<file path="src/rtl/seg_display_arbiter.sv">
// rtl/seg_display_arbiter.sv - round-robin arbiter sharing one four-digit seven-segment driver
// Guarantees each client a minimum dwell and blanks the display between different sources.
module seg_display_arbiter #(
  parameter int NREQ         = 4,
  parameter int HOLD_CYCLES  = 100000000,
  parameter int BLANK_CYCLES = 1000000,
  parameter int CNT_W        = 27
) (
  input  logic                 clk,
  input  logic                 rst,
  input  logic [NREQ-1:0]      req,
  input  logic [16*NREQ-1:0]   din_bus,
  input  logic [NREQ-1:0]      bcd_bus,
  input  logic [2*NREQ-1:0]    dec_bus,
  output logic [NREQ-1:0]      grant,
  output logic [2:0]           active_id,
  output logic [15:0]          disp_din,
  output logic                 disp_bcd,
  output logic [1:0]           disp_dec,
  output logic                 disp_enable
);

  localparam int PTR_W = $clog2(NREQ);
  localparam logic [CNT_W-1:0] HOLD_C   = CNT_W'(HOLD_CYCLES);
  localparam logic [CNT_W-1:0] HOLD_M1  = CNT_W'(HOLD_CYCLES - 1);
  localparam logic [CNT_W-1:0] BLANK_M1 = CNT_W'((BLANK_CYCLES == 0) ? 0 : BLANK_CYCLES - 1);

  typedef enum logic [1:0] {
    IDLE  = 2'd0,
    SHOW  = 2'd1,
    BLANK = 2'd2
  } state_t;

  state_t             state, state_n;
  logic [NREQ-1:0]    grant_n;
  logic [2:0]         id_n;
  logic [CNT_W-1:0]   cnt, cnt_n;
  logic [PTR_W-1:0]   ptr, ptr_n;
  logic [PTR_W-1:0]   win_idx;
  logic               win_found;
  logic               cur_req, others, do_grant;

  // Round-robin search: first requester above the pointer, else wrap to the lowest one.
  always_comb begin
    win_found = 1'b0;
    win_idx   = '0;
    for (int i = 0; i < NREQ; i++) begin
      if (!win_found && req[i] && (i > int'(ptr))) begin
        win_found = 1'b1;
        win_idx   = PTR_W'(i);
      end
    end
    for (int i = 0; i < NREQ; i++) begin
      if (!win_found && req[i]) begin
        win_found = 1'b1;
        win_idx   = PTR_W'(i);
      end
    end
  end

  assign cur_req = |(req & grant);
  assign others  = |(req & ~grant);

  always_comb begin
    state_n  = state;
    grant_n  = grant;
    id_n     = active_id;
    cnt_n    = cnt;
    ptr_n    = ptr;
    do_grant = 1'b0;
    case (state)
      IDLE: begin
        grant_n = '0;
        id_n    = '0;
        if (|req) do_grant = 1'b1;
      end
      SHOW: begin
        if (!cur_req || ((cnt >= HOLD_M1) && others)) begin
          if (!others) begin
            state_n = IDLE;
            grant_n = '0;
            id_n    = '0;
            cnt_n   = '0;
          end else if (BLANK_CYCLES == 0) begin
            do_grant = 1'b1;
          end else begin
            state_n = BLANK;
            grant_n = '0;
            id_n    = '0;
            cnt_n   = '0;
          end
        end else if (cnt != HOLD_C) begin
          cnt_n = cnt + 1'b1;
        end
      end
      BLANK: begin
        if (cnt >= BLANK_M1) begin
          if (|req) begin
            do_grant = 1'b1;
          end else begin
            state_n = IDLE;
            cnt_n   = '0;
          end
        end else begin
          cnt_n = cnt + 1'b1;
        end
      end
      default: begin
        state_n = IDLE;
        grant_n = '0;
        id_n    = '0;
        cnt_n   = '0;
      end
    endcase
    if (do_grant) begin
      state_n = SHOW;
      grant_n = {{(NREQ-1){1'b0}}, 1'b1} << win_idx;
      id_n    = 3'(win_idx);
      ptr_n   = win_idx;
      cnt_n   = '0;
    end
  end

  always_ff @(posedge clk) begin
    if (rst) begin
      state       <= IDLE;
      grant       <= '0;
      active_id   <= '0;
      disp_enable <= 1'b0;
      cnt         <= '0;
      ptr         <= PTR_W'(NREQ - 1);
    end else begin
      state       <= state_n;
      grant       <= grant_n;
      active_id   <= id_n;
      disp_enable <= |grant_n;
      cnt         <= cnt_n;
      ptr         <= ptr_n;
    end
  end

  // Client data is not latched: the granted channel's inputs pass straight through.
  always_comb begin
    disp_din = '0;
    disp_bcd = 1'b0;
    disp_dec = '0;
    for (int i = 0; i < NREQ; i++) begin
      if (grant[i]) begin
        disp_din = disp_din | din_bus[16*i +: 16];
        disp_bcd = disp_bcd | bcd_bus[i];
        disp_dec = disp_dec | dec_bus[2*i +: 2];
      end
    end
  end

endmodule

</file>
<file path="config.mk">
export PLATFORM = sky130hd
export DESIGN_NAME = seg_display_arbiter
export DESIGN_NICKNAME = d
export VERILOG_FILES = /design/src/rtl/seg_display_arbiter.sv
export SDC_FILE = /design/constraint.sdc
export NUM_CORES = 1
export LEC_CHECK = 0
export BUFFER_PORTS_ARGS = -buffer_cell sky130_fd_sc_hd__buf_2
export CAP_MARGIN = 10
export CORE_MARGIN = 5
export CORE_UTILIZATION = 50
export CTS_CLUSTER_DIAMETER = 60
export CTS_CLUSTER_SIZE = 14
export DETAILED_ROUTE_END_ITERATION = 8
export GPL_TIMING_DRIVEN = 0
export HOLD_SLACK_MARGIN = 0.1
export PLACE_DENSITY = 0.82
export SLEW_MARGIN = 20
export SYNTH_ARGS = -nofsm -noshare
export SYNTH_HDL_FRONTEND = slang
export SYNTH_SLANG_ARGS = --single-unit
</file>
<file path="constraint.sdc">
create_clock -name clk -period 5.4 [get_ports clk]
set_clock_uncertainty 0.1 [all_clocks]
set_input_delay 0.54 -clock clk [delete_from_list [all_inputs] [get_ports clk]]
set_output_delay 0.54 -clock clk [all_outputs]
set_load 0.05 [all_outputs]
</file>
# Yosys cells after proc, flatten, opt, wreduce, memory -nomap -nowiden
# Index checks and enable logic that the tools add are counted.
[totals]
ff_bits = 39
inputBits = 82
output_inout_bits = 27
elab_cells = 116
[classes]
shifts = 1
n_addsub = 1
bitwise_logic = 14
reduce_logical = 29
magnitude_cmp = 5
eq_ne = 13
n_mux = 45
[op_table]
columns = ["operator", "count"]
rows = [
  ["two-way mux 27 bit", 4],
  ["one-hot mux 27 bit (3 select lines)", 1],
  ["two-way mux 16 bit", 4],
  ["bitwise OR 16 bit", 3],
  ["two-way mux 2 bit", 15],
  ["adder 27 x 1 -> 27 bit, second input constant", 1],
  [">= comparator 27 x 20 -> 1 bit, second input constant", 1],
  [">= comparator 27 bit, second input constant", 1],
  ["!= test 27 bit, second input constant", 1],
  ["OR reduction 4 bit", 4],
  ["!= test 3 bit, second input constant", 5],
  ["two-way mux 1 bit", 14],
  ["logical AND 1 bit", 10],
  ["!= test 2 bit, second input constant", 5],
  ["bitwise AND 4 bit", 2],
  ["two-way mux 4 bit", 2],
  ["one-hot mux 4 bit (2 select lines)", 1],
  ["AND reduction 4 bit", 2],
  ["logical NOT 1 bit", 7],
  ["bitwise OR 2 bit", 3],
  ["one-hot mux 2 bit (3 select lines)", 1],
  ["one-hot mux 3 bit (2 select lines)", 1],
  ["> comparator 2 bit, first input constant", 2],
  ["inverter 4 bit", 1],
  ["13 further kinds", 17],
]

# Depth between registers and ports, before layout
# Gate-level depths: netlist of run 1.
[logic_depth]
depth_word = 26
ltp_mapped = 11
ltp_nobuf = 9

# Least setup slack after synthesis of run 1
# OpenSTA, ideal clock, no wires.
[synth_timing]
path_type = "reg2reg"
startpoint = "register grant[1]"
endpoint = "register cnt[14]"
slack_ns = 2.488
period_less_slack_ns = 2.912
setup_ns = 0.074
t_arrival_ns = 2.738
path_stages_with_launch = 10
required_time_ns = 5.226
path_buffers = 2
cell_sequence = "dfxtp_1 -> nor2b_1 -> or4_1 -> o2111a_1 -> nor4bb_1 -> o21a_1 -> buf_2 -> buf_1 -> nand3_1 -> a31oi_1"
[synth_between]
elab_chain_cells = 7
elab_cells_between_ends = 12
cone_classes = "eq/ne: 1; mux: 2; bitwise: 3; reduce/logical: 6"
[synth_lines]
columns = ["element", "line_no", "text"]
rows = [
  ["start, declared", "15", "output logic [NREQ-1:0] grant,"],
  ["start signal, assigned", "134", "grant <= grant_n;"],
  ["inverter 4 bit", "62", "assign others = |(req & ~grant);"],
  ["bitwise AND 4 bit", "62", ""],
  ["OR reduction 4 bit", "62", ""],
  ["logical AND 1 bit", "78", "if (!cur_req || ((cnt >= HOLD_M1) && others)) begin"],
  ["logical OR 1 bit *", "78", ""],
  ["!= test 3 bit (no source line) or two-way mux 27 bit (tied branches)", "-", ""],
  ["AND reduction 3 bit (no source line) or one-hot mux 27 bit (3 select lines) (tied branches)", "-", ""],
  ["end signal, assigned", "137", "cnt <= cnt_n;"],
  ["end, declared", "37", "logic [CNT_W-1:0] cnt, cnt_n;"],
]
# Mark *: on every way between the ends. The rest lies on a longest branch, timed or not.
# A chain may end at the register's enable or synchronous reset.

# Worst setup path in the final report of run 1
[layout_timing]
startpoint = "input port req[1]"
endpoint = "register cnt[16]"
[layout_between]
elab_chain_cells = 6
elab_cells_between_ends = 17
cone_classes = "eq/ne: 2; mux: 5; bitwise: 2; reduce/logical: 8"
[layout_lines]
columns = ["element", "line_no", "text"]
rows = [
  ["start, declared", "11", "input logic [NREQ-1:0] req,"],
  ["bitwise AND 4 bit, on equally long branches", "61, 62", ""],
  ["OR reduction 4 bit, on equally long branches", "61, 62", ""],
  ["logical NOT 1 bit or logical AND 1 bit (tied branches)", "78", ""],
  ["logical OR 1 bit", "78", ""],
  ["!= test 3 bit (no source line) or two-way mux 27 bit (tied branches)", "-", ""],
  ["AND reduction 3 bit (no source line) or one-hot mux 27 bit (3 select lines) (tied branches)", "-", ""],
]
# Several ways; a longest one is shown, not always the timed one.

==> metrics.cfg, run 1 <==
[setup_path]
cp_cell_sequence = buf_2 > nor2b_1 > or4_1 > o2111a_1 > nor4bb_1 > o21a_1 > buf_2 > buf_1 > nand3_1 > a31oi_1
startpoint_type = primary input
cpPeakStageDelay_ns = 0.64
crit_path_max_fanout = 10
cp.arrival_ns = 3.33
critPathKind = in -> reg
crit_path_top_delay_cell = or4_1
end_kind = flip-flop
critPathRequiredTime_ns = 5.51
crit_top_cell = buf_2

[cells_and_area]
num-fill-cells = 488
nets = 570
syn_to_final_growth_pct = 25.2
n_antenna_cell = 0
final_core_util = 0.637
fin_area_um2 = 3480
drive_gt1_frac = 0.277

[sta]
hold_viol_final = 0
slew_headroom = 0.453
min_period_over_period = 0.596
finalSetupTns_ns = 0
setup_viol = 0
rsz0062_at_grt = no
min_period_ns = 3.22
worstMarginPinSlew_ns = 0.813
fmax_mhz = 311
whs_ns = 0.401
drv_slew = 0

[synth]
synthDominantCellAreaShare = 0.273
synth_ff_type = dfxtp_1
yosysSeqAreaShare = 0.273
syn-num-nets = 456
async_reset_ff_frac = 0
syn_inst = 369
synth_area_um2 = 2780
synth_edf_count = 0
synth.area.top_cells = dfxtp_1, a22oi_1, nand2_1, nand3_1, nand4_1
ys_ff_latch = 38
syn-mean-instance-area_um2 = 7.54
synth_cell_types = 57
yosys.area.top_type = dfxtp_1
yosysWarnings = 0

[route]
ant_nets = 0
vias = 3362
drt-total-wl_um = 9060
detail_route.vias_per_cell = 6.06
first_pass_iters = 5
drc = 0
wl_per_cell_um = 16.3
drtIter0Drc = 293

[clock_tree]
hold_buffers = 0
post_cts_resized = 0
root_buffer = clkbuf_8
cts_tree = built
htree_levels = 2
clk_pin_slew_worst_paths_ns = 0.08
clkLatencyLatePin_ns = 0.29
cts_buffers = 5
post_cts_buffers = 0
clock_path_buffers = 2
clock-sinks = 38

[floorplan]
pin_count = 109
start_util = 0.508
die-area_um2 = 7160
chipHeight_um = 84.6
die_x_um = 84.6
num_rows = 27
core_area_um2 = 5470

[global_routing]
globalRouteMet1Util = 0.303
grt_pass1_wl_um = 14500
overflow = 0
grt-busiest-layer = met2
grtUsageTotal = 0.239
use_met3 = 0.0530
antenna_found_initial = 0
grt_max_degree = 11
grtUsageMet2 = 0.401
grt_pass1_vias = 3000

[outcome]
status = completed

[placed_design]
gp_congestion = 0.900
io_buffers = 107
dpl.hpwl_um = 6900
placed_cell_area_um2 = 3410

[power_and_ir_drop]
max-vdd-ir-drop_mv = 0.227
powerDensity_nw_per_um2 = 362
leakagePower_nw = 1.43
total_power_mw = 1.26

[worst_hold_path]
hold_path_class = in -> reg

[flow_run]
maxCapViolCount = 0

==> where the power goes <==
part / switching (mW) / internal [mW] / total (mW)
sequential: 0.0282 / 0.309 / 0.337
clock: 0.0966 / 0.0890 / 0.186
combinational: 0.539 / 0.200 / 0.739
==> sequential cells by signal, summed over array words and instances (netlist names) <==
register     count
active_id        2
cnt             27
disp_enable      1
grant            4
ptr              2
state            2
==> worst max-delay path, delay by kind of cell <==
| family | cells | cell delay (ns) |
|---|---|---|
| compound gates | 3 | 0.60 |
| simple gates | 4 | 1.43 |
| buf+inv | 3 | 0.75 |
==> cells in the final DEF (no fill, tap or decap), types with 12 or more instances in the layout <==
| cell type | n |
|---|---|
| a22oi_1 | 42 |
| a31oi_1 | 12 |
| buf_2 | 109 |
| clkbuf_1 | 18 |
| dfxtp_1 | 38 |
| inv_1 | 12 |
| nand2_1 | 46 |
| nand3_1 | 30 |
| nand4_1 | 17 |
| nor2_1 | 26 |
| nor4_1 | 12 |
==> through the flow <==
stage,std cells,setup slack (ns)
2_1_floorplan,369,2.49
3_3_place_gp,548,2.02
3_5_place_dp,548,1.95
4_1_cts,555,2.25
5_1_grt,555,1.95
6_report,555,2.18
==> worst paths after layout <==
| kind | end | depth (start not counted) | from | slack [ns] |
|---|---|---|---|---|
| worst min register to register | state[1]$_SDFFE_PP0P_ | 2 | state[1]$_SDFFE_PP0P_ | 0.41 |
| worst min-delay path | active_id[0]$_SDFFE_PP0P_ | 2 | rst | 0.40 |
| worst max-delay path | cnt[16]$_SDFFE_PP0P_ | 10 | req[1] | 2.18 |
| worst max register to register | cnt[16]$_SDFFE_PP0P_ | 9 | grant[1]$_SDFF_PP0_ | 2.21 |
==> metal layers <==
layer	vias to the layer above	wire length, um
li1	1621	-
met1	1549	3790
met2	172	4350
met3	20	748
met4	0	174
met5	-	0
==> kinds of logic after synthesis <==
family / share of synthesized area
fa+ha+maj: 0.0225
xor+xnor: 0.0252
flops: 0.273
other cells: 0.00135
compound gates: 0.246
buf+inv: 0.0616
mux: 0.0216
simple gates: 0.349
==> cells in the mapped netlist (5+ instances only) <==
cell / count
a21oi_1: 9
a22oi_1: 42
a31oi_1: 12
clkbuf_1: 16
dfxtp_1: 38
ha_1: 5
inv_1: 12
mux2i_1: 6
nand2_1: 46
nand3_1: 30
nand4_1: 17
nor2_1: 26
nor2b_1: 7
nor3_1: 7
nor4_1: 12
o21ai_0: 10
or4_1: 5
xnor2_1: 8
==> final cells by class <==
class | instances | area, um^2 | area share
multi-input combinational | 295 | 1850 | 0.531
clock buffer | 7 | 76.3 | 0.0219
buffer | 24 | 126 | 0.0363
inverter | 12 | 45.0 | 0.0129
sequential | 38 | 761 | 0.218
timing repair buffer | 107 | 536 | 0.154
tap | 72 | 90.1 | 0.0259
Power figures use the tool's default switching activity.
==> run 2: changes to the inputs <==
CORE_UTILIZATION = 45   (was 50)
PLACE_DENSITY = 0.78   (was 0.82)
clock period = 2.75 ns   (was 5.4 ns; I/O delays follow)
==> run 2 against run 1 <==
Net effect: the flow now finishes with violations (setup timing); worst hold slack got worse by 0.27 ns; sequential share of layout area decreased by 1.4 points; wire length increased by 8.7%; total power increased by 110%; global-route usage decreased by 0.56 points; cell count increased by 2.3%; combinational power increased by 120%; clock power increased by 120%; worst setup slack got worse by 2.3 ns; register-to-register slack got worse by 2.3 ns; die area increased by 9.8%; sequential power increased by 98%.
==> metrics.cfg, run 2 (synthesis results as in run 1) <==
[route]
wl_per_cell_um = 17.3
drt-total-wl_um = 9850
wl_met1_um = 3800
first_pass_iters = 5
detail_route.vias_per_cell = 6.10
route.met3.wl_um = 865
drc = 0
vias = 3462
wl_met2_um = 5020
topRoutingLayerUsed = met4
drtIter0Drc = 374
ant_nets = 0

[setup_path]
cp.arrival_ns = 2.97
critPathRequiredTime_ns = 2.86
r2r_start = cnt[12]$_SDFFE_PP0P_
r2r_end = cnt[25]$_SDFFE_PP0P_
end_kind = flip-flop
cp-startpoint = cnt[12]$_SDFFE_PP0P_
reg2reg_depth = 9
startpoint_type = flip-flop
rrSetupSlack_ns = -0.11
critPathKind = reg -> reg
endpoint = cnt[25]$_SDFFE_PP0P_
crit_path_max_fanout = 5

[flow_run]
maxCapViolCount = 0

[sta]
drv_slew = 0
min_period_ns = 2.86
min_period_over_period = 1.04
rsz0062_at_grt = yes
fmax_mhz = 350
worstMarginPinSlew_ns = 0.711
setup_viol = 6
setup_ws_ns = -0.111
hold_viol_final = 0
slew_headroom = 0.526

[power_and_ir_drop]
total_power_mw = 2.68
leakagePower_nw = 1.54
powerDensity_nw_per_um2 = 705
max-vdd-ir-drop_mv = 0.571

[global_routing]
grt_pass1_wl_um = 14600
antenna_found_initial = 0
grtUsageTotal = 0.233
grt_max_degree = 12
grt_pass1_vias = 3145
overflow = 0

[floorplan]
core_area_um2 = 5960
num_rows = 28
pin_count = 109
die-area_um2 = 7860
chipHeight_um = 88.6
die_x_um = 88.6
start_util = 0.467

[placed_design]
gp_congestion = 0.882
pre_cts_ws_ns = -0.334
dpl.hpwl_um = 7100
dp.cells = 551
io_buffers = 107

[cells_and_area]
syn_to_final_growth_pct = 36.6
largest_reg_flops = 27
drive_gt1_frac = 0.373
layoutNonFillerInstCount = 568
final_cell_mix = buf_2, nand2_1, a22oi_1
nets = 579
n_antenna_cell = 0
top_register = cnt
final_common_cell = buf_2
largestRegisters = cnt (27), grant (4)
final_core_util = 0.638

[clock_tree]
cts_tree = built
root_buffer = clkbuf_8
clock_path_buffers = 2
cts_buffers = 5
clock-sinks = 38
clk_pin_slew_worst_paths_ns = 0.08
htree_levels = 2
clkLatencyLatePin_ns = 0.30
hold_buffers = 0

[outcome]
violations = setup timing
status = finished with violations

[worst_hold_path]
hold_path_class = in -> reg

-- run 2: per-layer routing --
metal,vias to the layer above,track usage
met5,-,0
met4,0,0.0453
met3,23,0.0503
met2,175,0.424
met1,1615,0.282
li1,1649,-
-- run 2: area by class of cell --
class                   instances  area (um^2)
inverters                      12         45.0
flip-flops and latches         38          778
plain buffers                  18          108
clock buffers                   7         86.3
repair buffers                122          679
well taps                      75         93.8
fillers                       525         2160
multi-input cells             295         2000
clock inverters                 1         5.00
-- run 2: critical path, cell delays in order (launching register included) --
cell,delay (ns)
dfxtp_4,0.35
or4_4,0.55
or3_4,0.41
or2_4,0.28
a211oi_4,0.32
buf_6,0.16
buf_6,0.11
nor4_4,0.06
mux2i_1,0.18
nor3_1,0.26
-- run 2: through the flow --
stage	area [um^2]	setup TNS, ns	hold slack, ns
2_1_floorplan	2790	0	0.247
3_3_place_gp	3420	-4.22	0.384
3_5_place_dp	3420	-6.46	0.395
4_1_cts	3620	-0.313	0.132
5_1_grt	3800	-2.08	0.124
6_report	3800	-0.200	0.134
-- run 2: worst min-delay path by stage --
stage / from / endpoint / slack [ns] / depth (start not counted)
2_1_floorplan: rst / active_id[0]$_SDFFE_PP0P_ / 0.25 / 1
3_5_place_dp: state[1]$_SDFFE_PP0P_ / state[1]$_SDFFE_PP0P_ / 0.39 / 2
6_report: rst / active_id[1]$_SDFFE_PP0P_ / 0.13 / 2
5_1_grt: rst / active_id[1]$_SDFFE_PP0P_ / 0.12 / 2
4_1_cts: rst / active_id[1]$_SDFFE_PP0P_ / 0.13 / 2
3_3_place_gp: active_id[0]$_SDFFE_PP0P_ / active_id[0]$_SDFFE_PP0P_ / 0.38 / 2
-- run 2: repair_timing --
item | 4_1_cts | 5_1_grt
gates resized for setup | 14 | 43
setup buffers | 9 | 7
endpoints found under the setup margin | 27 | 32
pin swaps | 13 | 15
-- run 2: power breakdown --
part / leakage [nW] / internal, mW / switching [mW] / total (mW)
combinational: 1.18 / 0.483 / 1.12 / 1.60
clock: 0.0482 / 0.202 / 0.206 / 0.408
sequential: 0.313 / 0.608 / 0.0583 / 0.666
total: 1.54 / 1.29 / 1.39 / 2.68
==> run 3: changes to the inputs <==
ABC_AREA = 1   (was unset)
CORE_UTILIZATION = 47   (was 45)
==> run 3 against run 2 <==
Net effect: the flow now finishes without violations; largest power group unchanged; via count rose by 15%; fmax rose by 20%; critical path depth fell by 4; global-route usage fell by 0.78 points; register-to-register slack improved by 0.55 ns; worst setup slack improved by 0.48 ns; utilization fell by 4.4 points; largest cell class unchanged; first-iteration DRC count fell by 7.0%; sequential share of layout area fell by 1.6 points; highest routed layer unchanged; critical endpoint is now disp_din[5]; count of clock-buffer cells in the layout fell by 2; total power fell by 14%; combinational power fell by 28%.
==> metrics.cfg, run 3 <==
[outcome]
status = completed

[setup_path]
crit_path_top_delay_cell = dfxtp_1
cp.arrival_ns = 2.01
end_kind = output pin
crit_path_max_fanout = 10
cp-startpoint = grant[3]$_SDFF_PP0_
critPathRequiredTime_ns = 2.38
cp_cell_sequence = clkbuf_1 > clkbuf_1 > nand2_1 > nand4_1 > buf_2
startpoint_type = flip-flop
crit_top_cell = clkbuf_1
rrSetupSlack_ns = 0.44
cpPeakStageDelay_ns = 0.45
r2r_start = cnt[1]$_SDFFE_PP0P_
critPathKind = reg -> out

[sta]
hold_viol_final = 0
finalSetupTns_ns = 0
fmax_mhz = 419
min_period_ns = 2.39
setup_viol = 0
min_period_over_period = 0.868
worstMarginPinSlew_ns = 0.749
slew_headroom = 0.497
rsz0062_at_grt = no
drv_slew = 0

[synth]
synth_ff_type = dfxtp_1
synthTopCellsByCount = nand2_1, nor2_1, inv_1, nand3_1, dfxtp_1
synthDominantCellAreaShare = 0.233
synth_area_um2 = 3270
yosys.area.top_type = dfxtp_1
synth_most_common_cell = nand2_1
synth_cell_types = 44
ys_ff_latch = 38
syn_inst = 553
synth_edf_count = 0
yosysSeqAreaShare = 0.233
syn-mean-instance-area_um2 = 5.91
async_reset_ff_frac = 0
syn-num-nets = 640
yosysWarnings = 0
synth.area.top_cells = dfxtp_1, nand2_1, nor2_1, nand3_1, inv_1

[route]
wl_per_cell_um = 13.2
drtIter0Drc = 348
topRoutingLayerUsed = met4
route.met3.wl_um = 728
wl_met2_um = 5020
vias = 3968
ant_nets = 0
wl_met1_um = 4210
drt-total-wl_um = 10100
first_pass_iters = 8
drc = 0
detail_route.vias_per_cell = 5.20

[cells_and_area]
top_register = cnt
final_common_cell = nand2_1
drive_gt1_frac = 0.253
largest_reg_flops = 27
n_antenna_cell = 0
nets = 753
final_cell_mix = nand2_1, buf_2, nor2_1
fin_area_um2 = 4030
syn_to_final_growth_pct = 23.4
largestRegisters = cnt (27), grant (4)

[global_routing]
overflow = 0
grt_pass1_vias = 3771
grt_pass1_wl_um = 16400
antenna_found_initial = 0
grtUsageTotal = 0.225
grt_max_degree = 14

[clock_tree]
clock-sinks = 38
post_cts_resized = 0
post_cts_buffers = 0
root_buffer = clkbuf_8
clock_path_buffers = 2
cts_tree = built
hold_buffers = 0
cts_buffers = 5
clk_pin_slew_worst_paths_ns = 0.08
htree_levels = 2
clkLatencyLatePin_ns = 0.30

[power_and_ir_drop]
powerDensity_nw_per_um2 = 573
seq_power_share = 0.286
leakagePower_nw = 1.87
power_frac_comb = 0.500
p_sw_mw = 1.10
p_int_mw = 1.21
max-vdd-ir-drop_mv = 0.384
clkPwrFrac = 0.214
switching_share = 0.478

[floorplan]
pin_count = 109
num_rows = 30
die_x_um = 93.4
start_util = 0.481
core_area_um2 = 6790
chipHeight_um = 93.4
die-area_um2 = 8720

[placed_design]
gp_congestion = 0.931
dpl.hpwl_um = 8100
io_buffers = 106
placed_cell_area_um2 = 3920

[worst_hold_path]
hold_path_class = in -> reg
timing.hold.worst.start = rst

[flow_run]
maxCapViolCount = 0

-- run 3: cell count changes after synthesis, moves of 8 or more --
cell / before / now
a21oi_1: 9 / 28
nor4_1: 12 / 4
nand2_1: 46 / 169
a31oi_1: 12 / 0
a22oi_1: 42 / 1
nor2_1: 26 / 68
o21ai_1: 0 / 12
inv_1: 12 / 48
nand3_1: 30 / 48
clkbuf_1: 16 / 6
xnor2_1: 8 / 0
-- run 3: worst paths after layout --
check,end,cells past startpoint
worst max register to register,cnt[17]$_SDFFE_PP0P_,15
worst min-delay path,disp_enable$_SDFF_PP0_,2
worst max-delay path,disp_din[5],5
worst min register to register,cnt[0]$_SDFFE_PP0P_,2
-- run 3: area by class of cell --
class	count	area, um^2
multi-input cells	436	2160
clock buffers	5	68.8
flip-flops and latches	38	761
repair buffers	106	531
fillers	651	2760
plain buffers	23	135
clock inverters	3	45.0
inverters	56	215
well taps	96	120
-- run 3: cell families after synthesis --
logic type / count (synthesis) / synth area share
AND/OR/NAND/NOR: 362 / 0.518
buffers and inverters: 79 / 0.107
AO/OA/AOI/OAI: 61 / 0.103
flip-flops: 38 / 0.233
XOR/XNOR: 7 / 0.0188
adder cells (fa/ha/maj): 5 / 0.0191
other: 1 / 0.00115
-- run 3: power groups by stage --
stage               sequential, mW  combinational (mW)  clock, mW
finish                       0.662                1.15      0.494
global route                 0.670                1.25      0.524
detailed placement           0.673                1.15          0
global placement             0.671                1.13          0
CTS                          0.660                1.15      0.499
floorplan                    0.723               0.797          0
-- run 3: critical path, delay by kind of cell (launching register included) --
kind	cells	cell delay [ns]
buffers and inverters	3	1.04
AND/OR/NAND/NOR	2	0.21
flip-flops	1	0.45
-- run 3: through the flow --
| stage | util | hold slack (ns) | total power, mW | worst slack (ns) | instances |
|---|---|---|---|---|---|
| after floorplan | - | 0.356 | 1.52 | 0.611 | 553 |
| after global placement | 0.577 | 0.372 | 1.80 | 0.488 | 755 |
| after detailed placement | 0.577 | 0.380 | 1.82 | 0.476 | 755 |
| after CTS | 0.594 | 0.288 | 2.31 | 0.354 | 763 |
| after global routing | 0.594 | 0.319 | 2.44 | 0.161 | 763 |
| final | 0.594 | 0.298 | 2.31 | 0.364 | 763 |
-- run 3: routing by layer --
layer | vias to the layer above | track usage
li1 | 2017 | -
met1 | 1759 | 0.281
met2 | 175 | 0.409
met3 | 17 | 0.0378
met4 | 0 | 0.0403
met5 | - | 0
